File: config.mk
export PLATFORM = sky130hd
export DESIGN_NAME = serial_subtractor_flat
export DESIGN_NICKNAME = d
export VERILOG_FILES = /design/src/rtl/serial_subtractor_pkg.sv /design/src/rtl/serial_subtractor_if.sv /design/src/rtl/serial_subtractor_one_bit_subtractor.sv /design/src/rtl/serial_subtractor.sv /design/src/flat_wrapper.sv
export SDC_FILE = /design/constraint.sdc
export NUM_CORES = 1
export LEC_CHECK = 0
export CAP_MARGIN = 5
export CORE_MARGIN = 8
export CORE_UTILIZATION = 28
export CTS_CLUSTER_SIZE = 28
export DETAILED_ROUTE_END_ITERATION = 10
export HOLD_SLACK_MARGIN = 0.15
export SETUP_SLACK_MARGIN = 0.15
export SKIP_CTS_REPAIR_TIMING = 1
export SYNTH_ARGS = -nofsm -noshare
export SYNTH_HDL_FRONTEND = slang
export SYNTH_SLANG_ARGS = --single-unit
File: constraint.sdc
create_clock -name clk -period 1.4 [get_ports clk]
set_input_delay 0.14 -clock clk [delete_from_list [all_inputs] [get_ports clk]]
set_output_delay 0.14 -clock clk [all_outputs]
set_load 0.02 [all_outputs]
File: src/rtl/serial_subtractor_pkg.sv
// Shared definitions for the bit-serial subtractor: FSM encoding, default width, counter sizing.
// Optional signed-overflow output is enabled with the SERIAL_SUB_OVF_EN macro.
package serial_subtractor_pkg;

    localparam int DEFAULT_WIDTH = 8;

    typedef enum logic [1:0] {
        IDLE = 2'd0,
        RUN  = 2'd1,
        DONE = 2'd2
    } state_t;

    // Bits needed to count 0..w without wrapping.
    function automatic int cnt_width(input int w);
        return $clog2(w + 1);
    endfunction

    localparam int CNT_W = cnt_width(DEFAULT_WIDTH);

endpackage

File: src/rtl/serial_subtractor_if.sv
// Operand/result handshake bundle for serial_subtractor.
// With SERIAL_SUB_OVF_EN defined the bundle also carries the ovf flag.
interface serial_subtractor_if #(
    parameter int WIDTH = serial_subtractor_pkg::DEFAULT_WIDTH
);
    logic             start_valid;
    logic             start_ready;
    logic [WIDTH-1:0] a;
    logic [WIDTH-1:0] b;
    logic             busy;
    logic             done_valid;
    logic             done_ready;
    logic [WIDTH-1:0] diff;
    logic             borrow_out;
`ifdef SERIAL_SUB_OVF_EN
    logic             ovf;

    modport master (
        output start_valid, a, b, done_ready,
        input  start_ready, busy, done_valid, diff, borrow_out, ovf
    );
    modport slave (
        input  start_valid, a, b, done_ready,
        output start_ready, busy, done_valid, diff, borrow_out, ovf
    );
`else
    modport master (
        output start_valid, a, b, done_ready,
        input  start_ready, busy, done_valid, diff, borrow_out
    );
    modport slave (
        input  start_valid, a, b, done_ready,
        output start_ready, busy, done_valid, diff, borrow_out
    );
`endif
endinterface

File: src/rtl/serial_subtractor_one_bit_subtractor.sv
// One-bit full subtractor cell: diff = a - b - b_in, with borrow-out.
module one_bit_subtractor (
    input  logic a,
    input  logic b,
    input  logic b_in,
    output logic diff,
    output logic b_out
);
    assign diff  = a ^ b ^ b_in;
    assign b_out = (~a & b) | (~a & b_in) | (b & b_in);
endmodule

File: src/rtl/serial_subtractor.sv
// Bit-serial unsigned subtractor, LSB first, one bit per clock, valid/ready on both sides.
// Define SERIAL_SUB_OVF_EN to add the registered signed-overflow flag.
module serial_subtractor
    import serial_subtractor_pkg::*;
#(
    parameter int WIDTH = DEFAULT_WIDTH
) (
    input  logic                clk,
    input  logic                rst_n,
    serial_subtractor_if.slave  bus
);
    localparam int CNT_WL = cnt_width(WIDTH);

    state_t              r_state;
    state_t              w_state_next;
    logic [WIDTH-1:0]    r_a_sh;
    logic [WIDTH-1:0]    r_b_sh;
    logic [WIDTH-1:0]    r_diff;
    logic                r_bin;
    logic                r_borrow;
    logic [CNT_WL-1:0]   r_cnt;

    logic                w_start_ready;
    logic                w_busy;
    logic                w_done_valid;
    logic                w_last;
    logic                w_d;
    logic                w_bout;

    one_bit_subtractor u_cell (
        .a     (r_a_sh[0]),
        .b     (r_b_sh[0]),
        .b_in  (r_bin),
        .diff  (w_d),
        .b_out (w_bout)
    );

    assign w_last = (r_cnt == CNT_WL'(WIDTH - 1));

    always_comb begin
        w_state_next  = r_state;
        w_start_ready = 1'b0;
        w_busy        = 1'b0;
        w_done_valid  = 1'b0;
        case (r_state)
            IDLE: begin
                w_start_ready = 1'b1;
                if (bus.start_valid) w_state_next = RUN;
            end
            RUN: begin
                w_busy = 1'b1;
                if (w_last) w_state_next = DONE;
            end
            DONE: begin
                w_busy       = 1'b1;
                w_done_valid = 1'b1;
                if (bus.done_ready) w_state_next = IDLE;
            end
            default: w_state_next = IDLE;
        endcase
    end

`ifdef SERIAL_SUB_OVF_EN
    logic r_a_msb;
    logic r_b_msb;
    logic r_ovf;

    always_ff @(posedge clk) begin
        if (!rst_n) begin
            r_a_msb <= 1'b0;
            r_b_msb <= 1'b0;
            r_ovf   <= 1'b0;
        end else if (r_state == IDLE && bus.start_valid) begin
            r_a_msb <= bus.a[WIDTH-1];
            r_b_msb <= bus.b[WIDTH-1];
        end else if (r_state == RUN && w_last) begin
            // The final cell output is the result MSB.
            r_ovf <= (r_a_msb != r_b_msb) && (w_d != r_a_msb);
        end
    end

    assign bus.ovf = r_ovf;
`endif

    // r_a_sh doubles as the result register: each consumed minuend bit
    // frees the MSB slot that the new difference bit shifts into.
    always_ff @(posedge clk) begin
        if (!rst_n) begin
            r_state  <= IDLE;
            r_a_sh   <= '0;
            r_b_sh   <= '0;
            r_diff   <= '0;
            r_bin    <= 1'b0;
            r_borrow <= 1'b0;
            r_cnt    <= '0;
        end else begin
            r_state <= w_state_next;
            if (r_state == IDLE && bus.start_valid) begin
                r_a_sh <= bus.a;
                r_b_sh <= bus.b;
                r_bin  <= 1'b0;
                r_cnt  <= '0;
            end else if (r_state == RUN) begin
                r_a_sh <= {w_d, r_a_sh[WIDTH-1:1]};
                r_b_sh <= {1'b0, r_b_sh[WIDTH-1:1]};
                r_bin  <= w_bout;
                r_cnt  <= r_cnt + CNT_WL'(1);
                if (w_last) begin
                    r_diff   <= {w_d, r_a_sh[WIDTH-1:1]};
                    r_borrow <= w_bout;
                end
            end
        end
    end

    assign bus.start_ready = w_start_ready;
    assign bus.busy        = w_busy;
    assign bus.done_valid  = w_done_valid;
    assign bus.diff        = r_diff;
    assign bus.borrow_out  = r_borrow;

endmodule

File: src/flat_wrapper.sv
// flat-port wrapper written by rule: the top's interface ports become plain ports
module serial_subtractor_flat import serial_subtractor_pkg::*;
#(
    parameter int WIDTH = DEFAULT_WIDTH
)
  (clk, rst_n, bus_start_valid, bus_a, bus_b, bus_done_ready, bus_start_ready, bus_busy, bus_done_valid, bus_diff, bus_borrow_out);
  serial_subtractor_if #(.WIDTH(WIDTH)) bus_i ();
  input  logic clk;
  input  logic rst_n;
  input wire logic [$bits(bus_i.start_valid)-1:0] bus_start_valid;
  input wire logic [$bits(bus_i.a)-1:0] bus_a;
  input wire logic [$bits(bus_i.b)-1:0] bus_b;
  input wire logic [$bits(bus_i.done_ready)-1:0] bus_done_ready;
  output wire logic [$bits(bus_i.start_ready)-1:0] bus_start_ready;
  output wire logic [$bits(bus_i.busy)-1:0] bus_busy;
  output wire logic [$bits(bus_i.done_valid)-1:0] bus_done_valid;
  output wire logic [$bits(bus_i.diff)-1:0] bus_diff;
  output wire logic [$bits(bus_i.borrow_out)-1:0] bus_borrow_out;
  assign bus_i.start_valid = bus_start_valid;
  assign bus_i.a = bus_a;
  assign bus_i.b = bus_b;
  assign bus_i.done_ready = bus_done_ready;
  assign bus_start_ready = bus_i.start_ready;
  assign bus_busy = bus_i.busy;
  assign bus_done_valid = bus_i.done_valid;
  assign bus_diff = bus_i.diff;
  assign bus_borrow_out = bus_i.borrow_out;
  serial_subtractor #(.WIDTH(WIDTH)) u_core (.clk(clk), .rst_n(rst_n), .bus(bus_i));
endmodule
==> metrics.md, run 1 <==
| Metric | Value |
|---|---|
| Status | `finished, final reports clean` |
| Synth area leaders | `dfxtp_1 (44%), mux2i_1 (12%), o211a_1 (10%)` |
| Row Count | `26` |
| CTS clk-pin slew, worst paths | `~70 ps` |
| Final Hold Vio Count | `0` |
| Total Wirelength | `about 3400 um` |
| RD Place Congestion | `around 0.69` |
| Vias in the first global route | `between 1k and 1.5k` |
| Max-slew violations | `0` |
| Ys async rst share | `0%` |
| Worst R2R Setup Slack | `50 ps` |
| Area of the die | `7790 um^2` |
| # clock sinks | `32` |
| CTS Buffer Depth | `2` |
| Placed instance area | `about 2000 um^2` |
| Startpoint of the worst hold path | `u_core.bus.diff[5]` |
| Core Area | `~5100 um^2` |
| Crit path from | `u_core.r_state[1]` |
| Number of port buffers | `31` |
| Most numerous cell in the Yosys netlist | `nand2_1` |
| CTS H-tree depth | `2` |
| Worst Path Required | `around 1600 ps` |
| Mean area per synthesized cell | `approximately 9.6 um^2` |
| R2r endpoint | `u_core.r_state[0]` |
| Post-synth top area share | `43.8%` |
| Num CTS Buffers | `5` |
| Routed vias/inst | `4.43` |
| Max-slew headroom | `about 83%` |
| CP Cell Sequence | `buf_6 > ha_4 > a222oi_1 > buf_4 > mux2i_1` |
| Initial antenna violation count | `0` |
| Tightest Pin Transition | `256 ps` |
| Fin crit period | `approximately 1400 ps` |
| EDFF count, synth | `0` |
| Worst path max stage delay | `360 ps` |
| Post-synth top cells | `nand2_1 (39), dfxtp_1 (32), mux2i_1 (17), o211a_1 (15), a21boi_1 (10)` |
| Die Wd | `88.2 um` |
| Critical path peak fanout | `2` |
| Mapped cell area | `1460 um^2` |
| Crit. End Element | `register` |
| Area growth, synth to finish | `55.6%` |
| FF-to-FF path depth | `5` |
| Final instance area | `roughly 2300 um^2` |
| Worst path slowest cell | `dfxtp_4` |
| Global route overflow | `0` |
| Synth warnings | `0` |
| Leak | `roughly 1.2 nW` |
| Hold Crit Class | `reg2reg` |
| Synth unique cells | `21` |
| Leading register cell type out of synthesis | `dfxtp_1` |
| Skew final | `between 6 and 7 ps` |
| Fmax | `~0.74 GHz` |
| Starting Density | `between 20% and 30%` |
| Layout fillers | `520` |
| Maximum VDD drop | `just under 0.8 mV` |
| # diodes | `0` |
| Startpoint types | `register` |
| Via count | `around 1.2k` |
| Area leader, netlist | `dfxtp_1` |
| Number of nets with antenna violations after routing | `0` |
| RSZ-0062 raised after global routing | `true` |
| Final period utilization | `96.6%` |
| Global-route wire length before repair | `between 5000 and 6000 um` |
| Worst Setup EP | `u_core.r_state[0]` |
| Max-cap violation count | `0` |
| Placed cells | `between 200 and 300` |
| IO Count | `32` |
| Layout cell share with drive strength beyond 1 | `between 20% and 30%` |
| Initial DRC Count | `39` |
| Cell Count, Final, Fillers Out | `between 200 and 300` |
| Largest net degree at the start of global routing | `32` |
| Die Y | `between 80 and 90 um` |
| 1st-pass router iterations | `4` |
| Detail Placement HPWL | `around 2300 um` |
| Final nets | `228` |
| Synth Register Bits | `32` |
| CP Buf/Inv Count | `2` |
| Cell count after synthesis | `153` |
| Syn Nets | `180` |
| WL/cell | `~13 um` |
| Total track usage | `roughly 8.6%` |
| Pwr Density | `1580 nW/um^2` |
| WS Path Type | `reg2reg` |
| Crit path depth | `5` |
| Top delay family on crit path | `flip-flops` |
| CTS Root Cell | `clkbuf_8` |
| R2R Path Start | `u_core.r_state[1]` |
| CTS tree | `done` |
| Endpoints failing setup | `0` |
| Sequential element share of the synthesized area | `43.8%` |
| Drt drc | `0` |
| WP data arrival | `1550 ps` |
| Worst-Skew Late Latency | `about 280 ps` |
| Power, Total | `approximately 0.0036 W` |
## how the worst min path moves through the flow
stage	end	slack (ps)	cells after the start
after floorplan	u_core.r_b_sh[7]	290	2
final	u_core.bus.diff[5]	450	2
after global placement	u_core.bus.diff[2]	440	2
after detailed placement	u_core.bus.diff[1]	450	2
after CTS	u_core.bus.diff[1]	460	2
after global routing	u_core.r_a_sh[7]	470	3
## area by class of cell
class / count / area, um^2 / share of cell area (%)
Multi-Input combinational cell: 106 / 842 / 37.0
Sequential cell: 32 / 649 / 28.6
Timing Repair Buffer: 51 / 578 / 25.4
Tap cell: 70 / 87.6 / 3.85
Clock buffer: 6 / 82.6 / 3.63
Inverter: 5 / 23.8 / 1.05
Clock inverter: 2 / 10.0 / 0.440
## cell usage in the layout (no fill, tap or decap), types with 2 or more instances in the layout
cell type        synthesis  layout
dfxtp_1                 32      29
nand2_1                 39      28
clkdlybuf4s50_1          0      19
mux2i_1                 17      17
o211a_1                 15      15
nand2_2                  0      10
dlymetal6s2s_1           0       9
buf_4                    1       9
a21boi_1                10       7
clkbuf_8                 0       6
buf_6                    0       6
nor2_1                   5       5
inv_1                    5       3
a21boi_2                 0       3
ha_4                     0       3
clkbuf_16                0       3
inv_4                    0       2
xor2_1                   2       2
nand3b_1                 2       2
nand3_1                  2       2
o211ai_1                 2       2
ha_1                     6       2
clkinv_2                 0       2
buf_12                   0       2
dfxtp_4                  0       2
## worst register-to-register path: cells and delay by family, from the launching register on
kind | cells | cell delay (ps)
buffers and inverters | 2 | 290
adder cells (fa/ha/maj) | 1 | 150
AO/OA/AOI/OAI | 1 | 310
multiplexers | 1 | 170
flip-flops | 1 | 360
## kinds of logic after synthesis
kind of cell	Yosys count	synth area share, %
and+or+nand+nor	51	14.7
DFF	32	43.8
AOI/OAI and AO/OA	28	17.1
muxes	17	11.6
buffers and inverters	15	4.37
adders and majority gates	7	6.51
xor gates and xnor gates	3	1.80
## metrics by stage
step	util [%]	hold slack (ps)	setup slack [ps]	setup TNS, ps
floorplan	-	286	57.9	0
global placement	38.9	442	4.44	0
detailed placement	38.9	446	-4.05	-4.05
CTS	40.7	455	-311	-788
global route	44.8	467	-13.1	-30.7
finish	44.8	447	47.8	0
## report_power, final
part	internal (W)	total (W)	leakage (nW)	switching, W
Clock	0.000392	0.000726	0.0510	0.000334
Sequential	0.00110	0.00124	0.264	0.000145
Combinational	0.000925	0.00161	0.847	0.000689
## per-layer routing
layer,GRT usage [%],wire [um],up-vias
li1,-,-,623
met2,14.3,1720,22
met4,3.69,19,0
met5,0,0,-
met3,3.25,138,2
met1,9.67,1540,559
## sequential cells by signal (all words and copies together), names as in the netlist
name and flops:
u_core.bus.borrow_out 1, u_core.bus.diff 8, u_core.r_a_sh 8, u_core.r_b_sh 8, u_core.r_bin 1, u_core.r_cnt 4
u_core.r_state 2
Note: power is estimated with default switching activity, not from simulation.
==> run 2, diff against run 1 <==
--- a/config.mk
+++ b/config.mk
@@ -10,6 +10,7 @@
 export CORE_UTILIZATION = 28
 export CTS_CLUSTER_SIZE = 28
 export DETAILED_ROUTE_END_ITERATION = 10
+export GPL_TIMING_DRIVEN = 0
 export HOLD_SLACK_MARGIN = 0.15
 export SETUP_SLACK_MARGIN = 0.15
 export SKIP_CTS_REPAIR_TIMING = 1
==> run 2 against run 1 <==
  * Clock power grew 18%
  * Power is 3.2% higher
  * First-iteration DRC count increased by 59%
  * Cell count decreased by 0.37%
  * Worst setup slack worse by 37 ps
==> metrics.md, run 2 (synthesis gave the netlist of run 1 again) <==
| Metric | Value |
|---|---|
| Initial DRC Count | `between 60 and 70` |
| Die Y | `slightly below 90 um` |
| CTS tree | `done` |
| Status | `finished, final reports clean` |
| Global route overflow | `0` |
| RD Place Congestion | `approximately 0.74` |
| Die Wd | `approximately 90 um` |
| Detail Placement HPWL | `2470 um` |
| RSZ-0062 raised after global routing | `true` |
| Hold Crit Class | `in2reg` |
| Drt drc | `0` |
| WL/cell | `13.0 um` |
| Core Area | `slightly above 5000 um^2` |
| Starting Density | `around 29%` |
| FF-to-FF path depth | `6` |
| Max-cap violation count | `0` |
| Final instance area | `2220 um^2` |
| Final period utilization | `99.2%` |
| Leak | `approximately 1.1 nW` |
| Final nets | `roughly 230` |
| Layout cell share with drive strength beyond 1 | `a little over a fifth` |
| Crit. End Element | `register` |
| WS Path Type | `reg2reg` |
| CP Buf/Inv Count | `3` |
| Worst-Skew Late Latency | `~280 ps` |
| Worst path slowest cell | `dfxtp_4` |
| Fin crit period | `1390 ps` |
| Endpoints failing setup | `0` |
| Critical path peak fanout | `4` |
| Via count | `between 1k and 1.5k` |
| Total Wirelength | `between 3000 and 4000 um` |
| 1st-pass router iterations | `4` |
| Power share of the combinational group | `43.1%` |
| Tightest Pin Transition | `~460 ps` |
| Max-slew violations | `0` |
| CTS Buffer Depth | `2` |
| Total track usage | `8.73%` |
| CTS clk-pin slew, worst paths | `70 ps` |
| Routed vias/inst | `~4.5` |
| Util after Layout | `a little over two fifths` |
| CTS Root Cell | `clkbuf_8` |
| Worst Path Required | `1610 ps` |
| Fmax | `~0.72 GHz` |
| Sequential power share | `between 30% and 40%` |
| CP Cell Sequence | `inv_6 > ha_4 > clkbuf_16 > a222oi_1 > buf_4 > mux2i_1` |
| Vias in the first global route | `roughly 1.1k` |
| Number of port buffers | `30` |
| # clock sinks | `32` |
| Max-slew headroom | `69.3%` |
| Pwr Density | `around 1700 nW/um^2` |
| IO Count | `32` |
| Sw Pwr | `about 0.0012 W` |
| Startpoint types | `register` |
| Row Count | `26` |
| Worst path max stage delay | `~370 ps` |
| # diodes | `0` |
| Internal power | `~0.0025 W` |
| Number of nets with antenna violations after routing | `0` |
| Top delay family on crit path | `buffers and inverters` |
| Placed instance area | `1910 um^2` |
| Skew final | `8.08 ps` |
| Area growth, synth to finish | `52.2%` |
| Crit path depth | `6` |
| Commonest non-fill, non-tap cell in the layout | `nand2_1` |
| CTS H-tree depth | `2` |
| WHS Path Cells | `2` |
| Maximum VDD drop | `0.634 mV` |
| Initial antenna violation count | `0` |
| Final Hold Vio Count | `0` |
| Area of the die | `around 7800 um^2` |
| Largest net degree at the start of global routing | `11` |
| Commonest non-fill, non-tap cells in the layout | `nand2_1 (36), dfxtp_1 (28), clkdlybuf4s50_1 (18)` |
| Num CTS Buffers | `5` |
| Sw frac | `31.3%` |
| WP data arrival | `around 1600 ps` |
| Clk pwr share | `between 20% and 30%` |
| Global-route wire length before repair | `roughly 5200 um` |
[run 2: layout make-up]
type	count	area, um^2
repair buffers	40	435
multi-input cells	106	812
flip-flops and latches	32	651
well taps	70	87.6
fillers	525	2850
clock buffers	6	72.6
plain buffers	10	105
inverters	5	26.3
clock inverters	2	35.0
[run 2: routing by layer]
| metal | up-vias | GRT usage, % | routed length, um |
|---|---|---|---|
| met2 | 30 | 14.0 | 1680 |
| met5 | - | 0 | 0 |
| met3 | 2 | 4.27 | 209 |
| met1 | 566 | 9.92 | 1620 |
| met4 | 0 | 2.76 | 13 |
| li1 | 622 | - | - |
[run 2: power by group through the flow]
| stage | sequential [W] | clock [W] | combinational (W) |
|---|---|---|---|
| global placement | 0.00125 | 0 | 0.00117 |
| finish | 0.00125 | 0.000857 | 0.00159 |
| floorplan | 0.00122 | 0 | 0.000929 |
| global route | 0.00126 | 0.000934 | 0.00174 |
| CTS | 0.00124 | 0.000881 | 0.00118 |
| detailed placement | 0.00126 | 0 | 0.00118 |
[run 2: metrics by stage]
step                instances  hold slack, ps  setup slack [ps]  setup TNS (ps)  power, W
floorplan                 153             286              57.9               0   0.00215
global placement          253             443              -139           -1250   0.00243
detailed placement        253             447              -132           -1520   0.00244
CTS                       261             277              -325           -1770   0.00330
global route              271             284             -93.5            -155   0.00394
finish                    271             278              10.8               0   0.00370
[run 2: path summary, 6_finish.rpt]
check	from	slack [ps]	endpoint
max	u_core.r_state[1]	10	u_core.r_state[1]
max reg2reg	u_core.r_state[1]	10	u_core.r_state[1]
min reg2reg	u_core.bus.diff[3]	450	u_core.bus.diff[3]
min	rst_n	280	u_core.r_a_sh[6]
[run 2: worst register-to-register path, cell delays in order (launching register included)]
cell and delay, ps:
dfxtp_4 370, inv_6 50, ha_4 170, clkbuf_16 150, a222oi_1 220, buf_4 180
mux2i_1 170
